==> src/rtl/lot_access_controller_pkg.sv <==
// Shared definitions for the parking-lot access controller: FSM encoding, count direction
// and the round-robin picker used by both the entry and the exit arbitration classes.
package lot_pkg;

   localparam logic [1:0] StArb  = 2'd0;
   localparam logic [1:0] StUpd  = 2'd1;
   localparam logic [1:0] StWait = 2'd2;

   localparam logic DIR_UP = 1'b1;
   localparam logic DIR_DN = 1'b0;

   localparam int unsigned MaxGates = 8;

   // Returns {found, index}: lowest requesting index at or after ptr, wrapping at n_gates.
   function automatic logic [3:0] rr_pick(input logic [7:0] req, input logic [2:0] ptr,
                                          input int unsigned n_gates);
      logic        found;
      logic [2:0]  idx;
      int unsigned cand;
      found = 1'b0;
      idx   = '0;
      for (int unsigned i = 0; i < MaxGates; i++) begin
         cand = (32'(ptr) + i) % n_gates;
         if (i < n_gates && !found && req[cand[2:0]]) begin
            found = 1'b1;
            idx   = cand[2:0];
         end
      end
      return {found, idx};
   endfunction

endpackage

==> src/rtl/lot_access_controller_if.sv <==
// Gate-event and occupancy-counter bundle between the sensor/counter side and the controller.
interface lot_access_controller_if #(
   parameter int unsigned N = 8,
   parameter int unsigned G = 2
);
   logic [G-1:0] entry_evt;
   logic [G-1:0] exit_evt;
   logic [N-1:0] count;
   logic         cnt_en;
   logic         cnt_dir;
   logic [G-1:0] gate_open;
   logic         lot_full;
   logic         underflow_err;

   modport master (
      output entry_evt, exit_evt, count,
      input  cnt_en, cnt_dir, gate_open, lot_full, underflow_err
   );

   modport slave (
      input  entry_evt, exit_evt, count,
      output cnt_en, cnt_dir, gate_open, lot_full, underflow_err
   );
endinterface

==> src/rtl/lot_access_controller_gate_barrier_timer.sv <==
// Per-gate barrier timer: open for exactly OPEN_CYC cycles starting with the load cycle;
// a load while open restarts the full window.
module gate_barrier_timer
   import lot_pkg::*;
#(
   parameter int unsigned OPEN_CYC = 16
) (
   input  logic clk,
   input  logic reset,
   input  logic load_i,
   output logic open_o
);
   localparam int unsigned TW = $clog2(OPEN_CYC + 1);

   logic [TW-1:0] timer_q, timer_d;

   // The load cycle itself is the first open cycle, so only OPEN_CYC-1 remain afterwards.
   always_comb begin
      timer_d = timer_q;
      if (load_i) begin
         timer_d = TW'(OPEN_CYC - 1);
      end else if (timer_q != '0) begin
         timer_d = timer_q - TW'(1);
      end
   end

   always_ff @(posedge clk) begin
      if (reset) begin
         timer_q <= '0;
      end else begin
         timer_q <= timer_d;
      end
   end

   assign open_o = load_i | (timer_q != '0);

endmodule

==> src/rtl/lot_access_controller.sv <==
// Arbitrates per-gate entry/exit events onto one shared occupancy counter, one update per
// three cycles, holding entries while the lot is full and driving a timed barrier per gate.
module lot_access_controller
   import lot_pkg::*;
#(
   parameter int unsigned N        = 8,
   parameter int unsigned G        = 2,
   parameter int unsigned CAP      = 200,
   parameter int unsigned OPEN_CYC = 16
) (
   input logic                    clk,
   input logic                    reset,
   lot_access_controller_if.slave bus
);
   logic [G-1:0] entry_pend_q, entry_pend_d, exit_pend_q, exit_pend_d;
   logic [G-1:0] entry_clr, exit_clr, load, gate_open;
   logic [1:0]   state_q, state_d;
   logic [2:0]   grant_id_q, grant_id_d, grant_next;
   logic [2:0]   rr_entry_q, rr_entry_d, rr_exit_q, rr_exit_d;
   logic         grant_dir_q, grant_dir_d;
   logic [3:0]   pick_entry, pick_exit;
   logic         below_cap, upd_drop;

   assign below_cap  = bus.count < N'(CAP);
   assign pick_entry = rr_pick(8'(entry_pend_q), rr_entry_q, G);
   assign pick_exit  = rr_pick(8'(exit_pend_q), rr_exit_q, G);
   assign grant_next = 3'((32'(grant_id_q) + 1) % G);

   // An exit granted against an empty lot is dropped and reported instead of counted.
   assign upd_drop = (state_q == StUpd) && (grant_dir_q == DIR_DN) && (bus.count == '0);

   always_comb begin
      state_d     = state_q;
      grant_id_d  = grant_id_q;
      grant_dir_d = grant_dir_q;
      rr_entry_d  = rr_entry_q;
      rr_exit_d   = rr_exit_q;
      entry_clr   = '0;
      exit_clr    = '0;
      case (state_q)
         StArb: begin
            if (pick_exit[3]) begin
               grant_id_d  = pick_exit[2:0];
               grant_dir_d = DIR_DN;
               exit_clr    = G'(1) << pick_exit[2:0];
               state_d     = StUpd;
            end else if (pick_entry[3] && below_cap) begin
               grant_id_d  = pick_entry[2:0];
               grant_dir_d = DIR_UP;
               entry_clr   = G'(1) << pick_entry[2:0];
               state_d     = StUpd;
            end
         end
         StUpd: begin
            if (grant_dir_q == DIR_DN) begin
               rr_exit_d = grant_next;
            end else begin
               rr_entry_d = grant_next;
            end
            state_d = StWait;
         end
         default: state_d = StArb;
      endcase
      // A pulse arriving on the bit being granted survives as a fresh pending event.
      entry_pend_d = (entry_pend_q & ~entry_clr) | bus.entry_evt;
      exit_pend_d  = (exit_pend_q & ~exit_clr) | bus.exit_evt;
   end

   always_ff @(posedge clk) begin
      if (reset) begin
         state_q      <= StArb;
         entry_pend_q <= '0;
         exit_pend_q  <= '0;
         grant_id_q   <= '0;
         grant_dir_q  <= DIR_DN;
         rr_entry_q   <= '0;
         rr_exit_q    <= '0;
      end else begin
         state_q      <= state_d;
         entry_pend_q <= entry_pend_d;
         exit_pend_q  <= exit_pend_d;
         grant_id_q   <= grant_id_d;
         grant_dir_q  <= grant_dir_d;
         rr_entry_q   <= rr_entry_d;
         rr_exit_q    <= rr_exit_d;
      end
   end

   always_comb begin
      load = '0;
      for (int g = 0; g < int'(G); g++) begin
         load[g] = (state_q == StUpd) && (grant_dir_q == DIR_UP) && (grant_id_q == 3'(g));
      end
   end

   for (genvar g = 0; g < G; g++) begin : g_gate
      gate_barrier_timer #(
         .OPEN_CYC(OPEN_CYC)
      ) u_timer (
         .clk   (clk),
         .reset (reset),
         .load_i(load[g]),
         .open_o(gate_open[g])
      );
   end

   assign bus.gate_open     = gate_open;
   assign bus.cnt_en        = (state_q == StUpd) && !upd_drop;
   assign bus.cnt_dir       = (state_q == StUpd) && !upd_drop && grant_dir_q;
   assign bus.underflow_err = upd_drop;
   assign bus.lot_full      = ~below_cap;

endmodule

==> src/flat_wrapper.sv <==
// flat-port wrapper written by rule: the top's interface ports become plain ports
module lot_access_controller_flat import lot_pkg::*;
#(
   parameter int unsigned N        = 8,
   parameter int unsigned G        = 2,
   parameter int unsigned CAP      = 200,
   parameter int unsigned OPEN_CYC = 16
)
  (clk, reset, bus_entry_evt, bus_exit_evt, bus_count, bus_cnt_en, bus_cnt_dir, bus_gate_open, bus_lot_full, bus_underflow_err);
  lot_access_controller_if #(.N(N), .G(G)) bus_i ();
  input logic clk;
  input logic reset;
  input wire logic [$bits(bus_i.entry_evt)-1:0] bus_entry_evt;
  input wire logic [$bits(bus_i.exit_evt)-1:0] bus_exit_evt;
  input wire logic [$bits(bus_i.count)-1:0] bus_count;
  output wire logic [$bits(bus_i.cnt_en)-1:0] bus_cnt_en;
  output wire logic [$bits(bus_i.cnt_dir)-1:0] bus_cnt_dir;
  output wire logic [$bits(bus_i.gate_open)-1:0] bus_gate_open;
  output wire logic [$bits(bus_i.lot_full)-1:0] bus_lot_full;
  output wire logic [$bits(bus_i.underflow_err)-1:0] bus_underflow_err;
  assign bus_i.entry_evt = bus_entry_evt;
  assign bus_i.exit_evt = bus_exit_evt;
  assign bus_i.count = bus_count;
  assign bus_cnt_en = bus_i.cnt_en;
  assign bus_cnt_dir = bus_i.cnt_dir;
  assign bus_gate_open = bus_i.gate_open;
  assign bus_lot_full = bus_i.lot_full;
  assign bus_underflow_err = bus_i.underflow_err;
  lot_access_controller #(.N(N), .G(G), .CAP(CAP), .OPEN_CYC(OPEN_CYC)) u_core (.clk(clk), .reset(reset), .bus(bus_i));
endmodule
==> config.mk <==
export PLATFORM = sky130hd
export DESIGN_NAME = lot_access_controller_flat
export DESIGN_NICKNAME = d
export VERILOG_FILES = /design/src/rtl/lot_access_controller_pkg.sv /design/src/rtl/lot_access_controller_if.sv /design/src/rtl/lot_access_controller_gate_barrier_timer.sv /design/src/rtl/lot_access_controller.sv /design/src/flat_wrapper.sv
export SDC_FILE = /design/constraint.sdc
export NUM_CORES = 1
export LEC_CHECK = 0
export BUFFER_PORTS_ARGS = -buffer_cell sky130_fd_sc_hd__buf_2
export CAP_MARGIN = 20
export CORE_MARGIN = 2
export CORE_UTILIZATION = 42
export CTS_CLUSTER_SIZE = 12
export DETAILED_ROUTE_END_ITERATION = 10
export PLACE_DENSITY = 0.6
export SYNTH_ARGS = -nofsm -noshare
export SYNTH_HDL_FRONTEND = slang
export SYNTH_HIERARCHICAL = 1
export SYNTH_SLANG_ARGS = --single-unit
==> constraint.sdc <==
create_clock -name clk -period 1.67 [get_ports clk]
set_clock_uncertainty 0.05 [all_clocks]
set_input_delay 0.2505 -clock clk [delete_from_list [all_inputs] [get_ports clk]]
set_output_delay 0.2505 -clock clk [all_outputs]
set_load 0.03 [all_outputs]
After elaboration in Yosys (flattened, before gate mapping)
Cells that the tools add are included.

Register bits after elaboration: 22. Input bits: 14.

$add $sub $neg: 5. $lt $le $gt $ge: 5. Equal/unequal tests: 3. Shift-type cells: 2. Mux-type cells: 32. Bitwise gates (word level): 10. Reductions and logical operators: 26.

Operators with widths (count): $lt A1 B4 Y1 const B (4); $mux W1 (16); $mux W4 (4); $mux W2 (7); $mux W3 (4); $logic_and A1 B1 Y1 (10); $reduce_bool A5 Y1 (2); $sub A5 B1 Y5 const B (2); $logic_not A8 Y1 (1); $lt A8 B8 Y1 const B (1); $reduce_and A2 Y1 (3); $reduce_bool A2 Y1 (3); $shl A1 B3 Y2 const A (2); $and A2 B2 Y2 (2); $not A2 Y2 (2); $or A2 B2 Y2 (2); $pmux W2 S2 (1); $reduce_or A2 Y1 (2); $add A1 B1 Y1 const B (3); $eq A3 B1 Y1 const B (1); $logic_not A1 Y1 (3); $logic_not A3 Y1 (1); $ne A3 B1 Y1 const B (1); $eq A2 B1 Y1 const B (1); other kinds (3) (5).

Depth between registers and ports, before layout
Gate-level depths: netlist of run 1.

Depth after elaboration: 13. Gate-level depth with buffers: 5.

By module
The synthesis of run 1 kept the hierarchy.

Modules (own cells, without submodules): gate_barrier_timer (instances 2, cells each 28, area an instance 271.5 um2, sequential area each 100.1 um2); lot_access_controller (instances 1, cells each 60, area an instance 505.5 um2, sequential area each 200.2 um2).

Worst setup path before layout of run 1
Ideal clock, no wire load.

Path kind: register -> output. From: reg u_core.state_q[1]. To: out bus_gate_open[0]. Arrival: 1249 ps. Data required time: 1370 ps. Path slack: 121 ps. Cell stages (with the launch flop): 6. Cell sequence: dfxtp_1 nand2b_1 or3_1 inv_1 inv_1 nand2_1.

Word-level cells in the longest chain between the ends: 4.

RTL lines: start: declaration (RTL line lot_access_controller.sv:17) `logic [1:0] state_q, state_d;`; start signal: assignment (RTL line lot_access_controller.sv:71) `state_q <= StArb;`; start signal: assignment (RTL line lot_access_controller.sv:79) `state_q <= state_d;`; $eq A2 B1 Y1 (RTL line lot_access_controller.sv:92) `load[g] = (state_q == StUpd) && (grant_dir_q == DIR_UP) && (grant_id_q == 3'(g));`; $logic_and A1 B1 Y1 (2 in a row) (RTL line lot_access_controller.sv:92); net u_core.load[0] (RTL line lot_access_controller.sv:16) `logic [G-1:0] entry_clr, exit_clr, load, gate_open;`; $or A1 B1 Y1 (RTL line lot_access_controller_gate_barrier_timer.sv:35) `assign open_o = load_i | (timer_q != '0);`; end: declaration (RTL line flat_wrapper.sv:18) `output wire logic [$bits(bus_i.gate_open)-1:0] bus_gate_open;`.

The timed path passes the listed nets, and every way through them passes these cells.

Worst setup path after layout of run 1
Same ends and word-level chain as after synthesis.

==> results of run 1 <==
worst max-delay path, stage by stage (launching register included):
cell and delay [ps]:
dfxtp_2 350, nand2b_4 140, or3_4 330, inv_2 70
inv_2 40, nand2_2 50, buf_6 120
cell usage in the layout, fill, tap and decap left out, types with 2 or more instances in the layout:
master and n:
a21o_1 2, a21oi_1 6, a311oi_1 4, a31oi_1 4
buf_2 16, buf_4 13, buf_6 2, clkbuf_4 3
dfxtp_1 16, dfxtp_2 3, ha_1 2, inv_1 6
inv_2 7, mux2i_1 2, nand2_1 6, nand2b_1 3
nor2_1 10, nor3_1 9, nor3b_1 4, nor4_1 2
nor4b_4 2, o211ai_2 2, o21ai_0 2, or3b_1 2
xnor2_1 2
per-layer routing:
layer,wire [um],vias to the layer above,GRT usage
li1,-,490,-
met3,77,2,0.0333
met2,1090,17,0.283
met4,15,0,0.0769
met1,1070,451,0.212
met5,0,-,0
timing repair:
action                                  CTS  global route
pin swaps                                 3             3
resized for setup                        21             4
buffers inserted                         10             0
endpoints found under the setup margin    2             4
path summary, 6_finish.rpt:
| check | slack [ps] | to | start |
|---|---|---|---|
| max | -30 | bus_gate_open[0] | u_core/state_q[1] |
| max reg2reg | 140 | u_core/g_gate[0].u_timer/timer_q[1] | u_core/state_q[1] |
| min | 100 | u_core/exit_pend_q[0] | bus_exit_evt[0] |
| min reg2reg | 420 | u_core/rr_entry_q[0] | u_core/rr_entry_q[0] |
final cells by class:
type | instances | area [um^2] | area share
sequential | 20 | 408 | 0.297
clock inverter | 1 | 30.0 | 0.0218
timing repair buffer | 31 | 200 | 0.146
multi-input combinational | 82 | 628 | 0.457
tap | 30 | 37.5 | 0.0273
clock buffer | 3 | 22.5 | 0.0164
inverter | 13 | 48.8 | 0.0355
registers in the layout, indices dropped and copies added (netlist names):
register and flops:
u_core/entry_pend_q 2, u_core/exit_pend_q 2, u_core/g_gate.u_timer/timer_q 10, u_core/grant_dir_q 1, u_core/grant_id_q 1, u_core/rr_entry_q 1
u_core/rr_exit_q 1, u_core/state_q 2
stage by stage:
| stage | cells | total power (W) | cell area [um^2] | hold slack (ps) | TNS, ps |
|---|---|---|---|---|---|
| after floorplan | 116 | 0.00153 | 1050 | 270 | 0 |
| after global placement | 167 | 0.00172 | 1200 | 397 | 0 |
| after detailed placement | 167 | 0.00175 | 1200 | 406 | 0 |
| after CTS | 181 | 0.00236 | 1370 | 90.3 | -31.9 |
| after global routing | 180 | 0.00253 | 1380 | 93.6 | -186 |
| final | 180 | 0.00237 | 1380 | 102 | -56.0 |
cells by family after synthesis:
| logic type | synth area share |
|---|---|
| buffers and inverters | 0.0501 |
| adder cells (fa/ha/maj) | 0.0477 |
| multiplexers | 0.0191 |
| AND/OR/NAND/NOR | 0.302 |
| flip-flops | 0.382 |
| AO/OA/AOI/OAI | 0.183 |
| XOR/XNOR | 0.0167 |
power by group through the flow:
stage,logic (W),clock network [W],registers [W]
3_5_place_dp,0.000964,0,0.000781
6_report,0.00119,0.000397,0.000781
3_3_place_gp,0.000950,0,0.000773
2_1_floorplan,0.000778,0,0.000749
5_1_grt,0.00130,0.000430,0.000803
4_1_cts,0.00117,0.000410,0.000779
==> impl_metrics.yaml, run 1 <==
grt:
  antenna_found_initial: 0
  grt_use_total: 0.170
  first_global_vias: 875
  grt_max_degree: 22
  gr-total-overflow: 0
  grt_pass1_wl_mm: 3.57
yosys:
  ys_async_sr_fraction: 0
  yosysMostFrequentCell: "dfxtp_1"
  ys_dominant_reg_cell: "dfxtp_1"
  synthTopCellsByArea: "dfxtp_1, ha_1, inv_1"
  synth_seq_cells: 20
  ys.warnings.count: 6
  synth_edf_count: 0
  syn_inst: 116
  postSynthAreaPerCell_um2: 9.04
  synth_nets: 134
  syn_area_um2: 1050
  synth_top_area_cell: "dfxtp_1"
  yosysTopAreaCellShare: 0.382
  ys_types: 32
  synth_common_cells: "dfxtp_1, inv_1, nor2_1"
  ys_seq_area_frac: 0.382
critical_path:
  cp_max_fo: 3
  worstSetupPathType: "reg2out"
  startpoint_type: "flop"
  crit_arrival_ps: 1400
  worstSetupEndpointType: "primary output"
  critPathRequiredTime_ps: 1370
  reg2reg_depth: 7
layout:
  layout-drive-gt1-share: 0.400
  nFillCells: 211
  diodes: 0
  finish.utilization: 0.571
  nets: 169
  syn2layout_area_growth_pct: 31.1
sta:
  drv_slew: 0
  finalSetupViolations: 2
  setup_ws_ps: -34.0
  worst_pin_slew_ps: 391
  slew_headroom: 0.739
  min_period_ps: 1700
  max_freq_mhz: 587
  period_share: 1.02
  hold_viol_final: 0
  rsz0062_at_grt: "yes"
power:
  comb_power_share: 0.502
  power_leakage_nw: 0.598
  power_density_nw_per_um2: 1720
  p_switching_w: 0.000873
  vdd_drop_max_uv: 1210
  seq_power_share: 0.330
  switching_share: 0.369
  pwr-share-clk: 0.168
  intPower_w: 0.00149
floorplan:
  initial_core_util: 0.435
  pin_count: 20
  fp.dieH_um: 54.0
  die_area_um2: 2910
  die_w_um: 54.0
  core-area_um2: 2410
  rows: 18
route:
  routed_wl_mm: 2.25
  drt_iter0_drc: 14
  drc: 0
  firstDrtPassIters: 4
  num_vias: 960
  viasPerCell: 5.33
  antenna_left: 0
  wl_per_cell_um: 12.5
clocking:
  insertion_delay_ps: 300
  clk_pin_slew_ps: 120
  root_buffer: "clkbuf_4"
  cts_buffers: 3
  tritoncts: "done"
  ctsHoldBuffers: 0
  cts_max_path_buffers: 2
  cts_sinks: 20
  htree_levels: 1
min_path:
  holdPathStages: 3
  worstHoldPathType: "in2reg"
status:
  violations: "negative setup slack"
  status: "finished with violations"
place:
  dp_worst_setup_slack_ps: 110
  dp_hpwl_mm: 1.60
  finalWeightedCongestion: 0.746
  port_buffers: 19
job:
  cap_violations: 0
Note: power is estimated with default switching activity, not from simulation.
==> run 2, diff against run 1 <==
CORE_MARGIN = 8   (was 2)
CORE_UTILIZATION = 55   (was 42)
PLACE_DENSITY = 0.76   (was 0.6)
clock period = 2.2 ns   (was 1.67 ns; I/O delays follow)
==> impl_metrics.yaml, run 2 (synthesis results as in run 1) <==
route:
  route.met3.wl_um: 68
  viasPerCell: 5.76
  routed_wl_mm: 2.27
  num_vias: 939
  drt_iter0_drc: 30
  firstDrtPassIters: 4
  wl_met2_mm: 1.20
  antenna_left: 0
  wl_per_cell_um: 13.9
  maxUsedRoutingLayer: "met4"
  drc: 0
  wl_met1_um: 955
floorplan:
  fp.dieH_um: 59.7
  die_w_um: 59.7
  pin_count: 20
  die_area_um2: 3560
  core-area_um2: 1760
  initial_core_util: 0.594
  rows: 15
clocking:
  root_buffer: "clkbuf_4"
  htree_levels: 1
  postCtsSetupBuffers: 0
  clk_pin_slew_ps: 110
  insertion_delay_ps: 300
  tritoncts: "done"
  cts_sinks: 20
  cts_buffers: 3
  cts_max_path_buffers: 2
layout:
  syn2layout_area_growth_pct: 15.4
  largest_register: "u_core/g_gate.u_timer/timer_q"
  largest_reg_flops: 10
  nets: 157
  layout-drive-gt1-share: 0.239
  final_common_cell: "dfxtp_1"
  diodes: 0
  mostFrequentLayoutCells: "dfxtp_1, buf_2, inv_1"
  finish.utilization: 0.686
critical_path:
  reg2reg_depth: 5
  startpoint_type: "flop"
  worstSetupEndpointType: "primary output"
  rr_startpoint: "u_core/state_q[1]"
  reg2reg_slack_ps: 680
  worstSetupPathType: "reg2out"
  crit_arrival_ps: 1690
  cp_max_fo: 6
  r2r-end: "u_core/g_gate[0].u_timer/timer_q[1]"
  critPathRequiredTime_ps: 1820
sta:
  min_period_ps: 2070
  holdWs_ps: 179
  drv_slew: 0
  period_share: 0.939
  tns_ps: 0
  finalSetupViolations: 0
  rsz0062_at_grt: "no"
  worst_pin_slew_ps: 406
  max_freq_mhz: 484
  hold_viol_final: 0
  slew_headroom: 0.727
power:
  power_leakage_nw: 0.522
  intPower_w: 0.000923
  vdd_drop_max_uv: 619
  seq_power_share: 0.381
  p_switching_w: 0.000606
  power_density_nw_per_um2: 1260
  switching_share: 0.397
  comb_power_share: 0.482
  pwr-share-clk: 0.138
min_path:
  whs_endpoint: "u_core/exit_pend_q[0]"
  worstHoldPathType: "in2reg"
  holdPathStages: 3
  worstHoldStart: "bus_exit_evt[0]"
grt:
  first_global_vias: 859
  antenna_found_initial: 0
  grt_pass1_wl_mm: 3.68
  grt_max_degree: 22
  grt_use_total: 0.134
  gr-total-overflow: 0
place:
  dp_hpwl_mm: 1.69
  finalWeightedCongestion: 0.770
  port_buffers: 19
status:
  status: "complete, no violations"
job:
  cap_violations: 0
[run 2: changes by cell type in the layout (fill, tap and decap cells not counted), moves of 3 or more]
cell	delta
buf_4	-13
inv_1	+6
inv_2	-6
dfxtp_1	+4
buf_2	+3
dfxtp_2	-3
[run 2: area by class of cell]
type	instances	area, um^2
sequential	20	400
fill	165	554
clock buffer	4	36.3
inverter	13	48.8
tap	25	31.3
timing repair buffer	19	95.1
multi-input combinational	82	598
[run 2: through the flow]
step                      cells  setup WS (ps)  instance area [um^2]  power, W
after global routing        163          0.797                  1210   0.00165
after global placement      159            493                  1170   0.00129
after floorplan             116            571                  1050   0.00116
after detailed placement    159            429                  1170   0.00132
final                       163            133                  1210   0.00153
after CTS                   163           59.4                  1210   0.00153
[run 2: worst max-delay path: stages (launching register included)]
cell and delay, ps:
dfxtp_1 360, nand2b_2 230, or3_1 360, inv_2 100, inv_1 90, nand2_1 70, buf_2 190
[run 2: worst max-delay path by stage]
stage	start	end	slack [ps]
floorplan	u_core/state_q[1]	bus_gate_open[0]	570
CTS	u_core/state_q[1]	bus_gate_open[0]	60
global route	u_core/state_q[1]	bus_gate_open[0]	0.8
finish	u_core/state_q[1]	bus_gate_open[0]	130
global placement	u_core/state_q[1]	bus_gate_open[0]	490
detailed placement	u_core/state_q[1]	bus_gate_open[0]	430
[run 2: power by group through the flow]
stage          Clock, W  Combinational, W  Sequential, W
6_report       0.000211          0.000736       0.000582
5_1_grt        0.000236          0.000819       0.000598
4_1_cts        0.000217          0.000736       0.000582
3_5_place_dp          0          0.000730       0.000591
3_3_place_gp          0          0.000705       0.000584
2_1_floorplan         0          0.000591       0.000569
[run 2: timing repair]
item / 4_1_cts / 5_1_grt
hold buffers: 0 / 0
endpoints found under the setup margin: 0 / 1
gates resized for setup: 0 / 2
[run 2: metal layers]
layer / global-route usage / vias up
met5: 0 / -
met4: 0.0714 / 0
met3: 0.0321 / 4
met2: 0.240 / 27
met1: 0.139 / 445
li1: - / 463
==> run 3, diff against run 2 <==
clock period = 2.67 ns   (was 2.2 ns; I/O delays follow)
==> impl_metrics.yaml, run 3 (synthesis results as in run 1) <==
floorplan:
  pin_count: 20
  initial_core_util: 0.594
  rows: 15
  fp.dieH_um: 59.7
  die_area_um2: 3560
  die_w_um: 59.7
  core-area_um2: 1760
layout:
  syn2layout_area_growth_pct: 15.2
  largest_register: "u_core/g_gate.u_timer/timer_q"
  layout-drive-gt1-share: 0.225
  diodes: 0
  nets: 157
  final_common_cell: "dfxtp_1"
  mostFrequentLayoutCells: "dfxtp_1, buf_2, inv_1"
  finish.utilization: 0.684
  largest_reg_flops: 10
grt:
  grt_max_degree: 22
  gr-total-overflow: 0
  grt_pass1_wl_mm: 3.88
  grt_use_total: 0.134
  antenna_found_initial: 0
  first_global_vias: 916
power:
  p_switching_w: 0.000496
  comb_power_share: 0.482
  switching_share: 0.395
  intPower_w: 0.000759
  pwr-share-clk: 0.134
  seq_power_share: 0.383
  power_density_nw_per_um2: 1040
  power_leakage_nw: 0.524
  vdd_drop_max_uv: 466
critical_path:
  crit_start: "u_core/state_q[1]"
  slowest_delay_ps: 360
  startpoint_type: "flop"
  crit_arrival_ps: 1720
  path_buf_inv: 3
  worstSetupEndpointType: "primary output"
  crit_family: "simple AND/OR/NAND/NOR gates"
  rr_startpoint: "u_core/state_q[1]"
  crit_top_cell: "inv_1"
  crit_chain: "nand2b_1 > or3_1 > inv_1 > inv_1 > nand2_1 > buf_2"
  cp_max_fo: 6
  worstSetupPathType: "reg2out"
  worst_path_max_delay_cell: "dfxtp_1"
  critPathRequiredTime_ps: 2220
clocking:
  insertion_delay_ps: 290
  postCtsSetupBuffers: 0
  tritoncts: "done"
  cts_max_path_buffers: 2
  root_buffer: "clkbuf_4"
  cts_buffers: 3
  cts.repair.resized: 0
  htree_levels: 1
  cts_sinks: 20
  clk_pin_slew_ps: 110
  ctsHoldBuffers: 0
sta:
  min_period_ps: 2170
  finalSetupViolations: 0
  period_share: 0.811
  worst_pin_slew_ps: 372
  hold_viol_final: 0
  max_freq_mhz: 462
  rsz0062_at_grt: "no"
  slew_headroom: 0.749
  drv_slew: 0
  tns_ps: 0
min_path:
  worstHoldPathType: "in2reg"
  worstHoldStart: "bus_exit_evt[0]"
place:
  finalWeightedCongestion: 0.772
  dp_hpwl_mm: 1.74
  port_buffers: 19
route:
  antenna_left: 0
  routed_wl_mm: 2.20
  wl_per_cell_um: 13.5
  viasPerCell: 5.61
  num_vias: 914
  drc: 0
  firstDrtPassIters: 4
  drt_iter0_drc: 17
status:
  status: "complete, no violations"
job:
  cap_violations: 0
[run 3: cell types whose count changed in the layout (fill, tap and decap cells not counted)]
cell and change:
inv_1 +1, inv_2 -1, nand2b_1 +1, nand2b_2 -1
[run 3: final timing paths]
check                           slack, ps                                   to  cells past startpoint
worst min register to register        450                 u_core/rr_entry_q[0]                      2
worst max-delay path                  500                     bus_gate_open[0]                      6
worst max register to register       1110  u_core/g_gate[0].u_timer/timer_q[1]                      5
worst min-delay path                  270                u_core/exit_pend_q[0]                      3
[run 3: metrics by stage]
stage | area, um^2 | hold slack [ps] | power [W] | setup WS (ps) | std cells
5_1_grt | 1210 | 256 | 0.00137 | 368 | 163
6_report | 1210 | 266 | 0.00125 | 504 | 163
4_1_cts | 1210 | 256 | 0.00127 | 499 | 163
3_5_place_dp | 1170 | 412 | 0.00109 | 844 | 159
3_3_place_gp | 1170 | 402 | 0.00106 | 898 | 159
2_1_floorplan | 1050 | 381 | 0.000955 | 971 | 116
[run 3: metal layers]
metal	part of all wire	up-vias	GRT usage
met4	0.0036	0	0.0238
met3	0.020	2	0.0257
met5	0	-	0
met2	0.54	9	0.252
li1	-	462	-
met1	0.44	441	0.151
[run 3: layout make-up]
type                       instances  area (um^2)
clock buffer                       4         36.3
fill                             171          557
inverter                          13         48.8
multi-input combinational         82          596
sequential                        20          400
tap                               25         31.3
timing repair buffer              19         95.1
[run 3: worst min-delay path, stage by stage]
cell,delay [ps]
buf_2,70
a21oi_1,30
nor2_1,70
[run 3: power groups by stage]
stage / sequential (W) / clock, W / combinational (W)
global placement: 0.000482 / 0 / 0.000579
floorplan: 0.000469 / 0 / 0.000487
global route: 0.000497 / 0.000192 / 0.000683
finish: 0.000481 / 0.000169 / 0.000605
detailed placement: 0.000489 / 0 / 0.000606
CTS: 0.000480 / 0.000178 / 0.000609
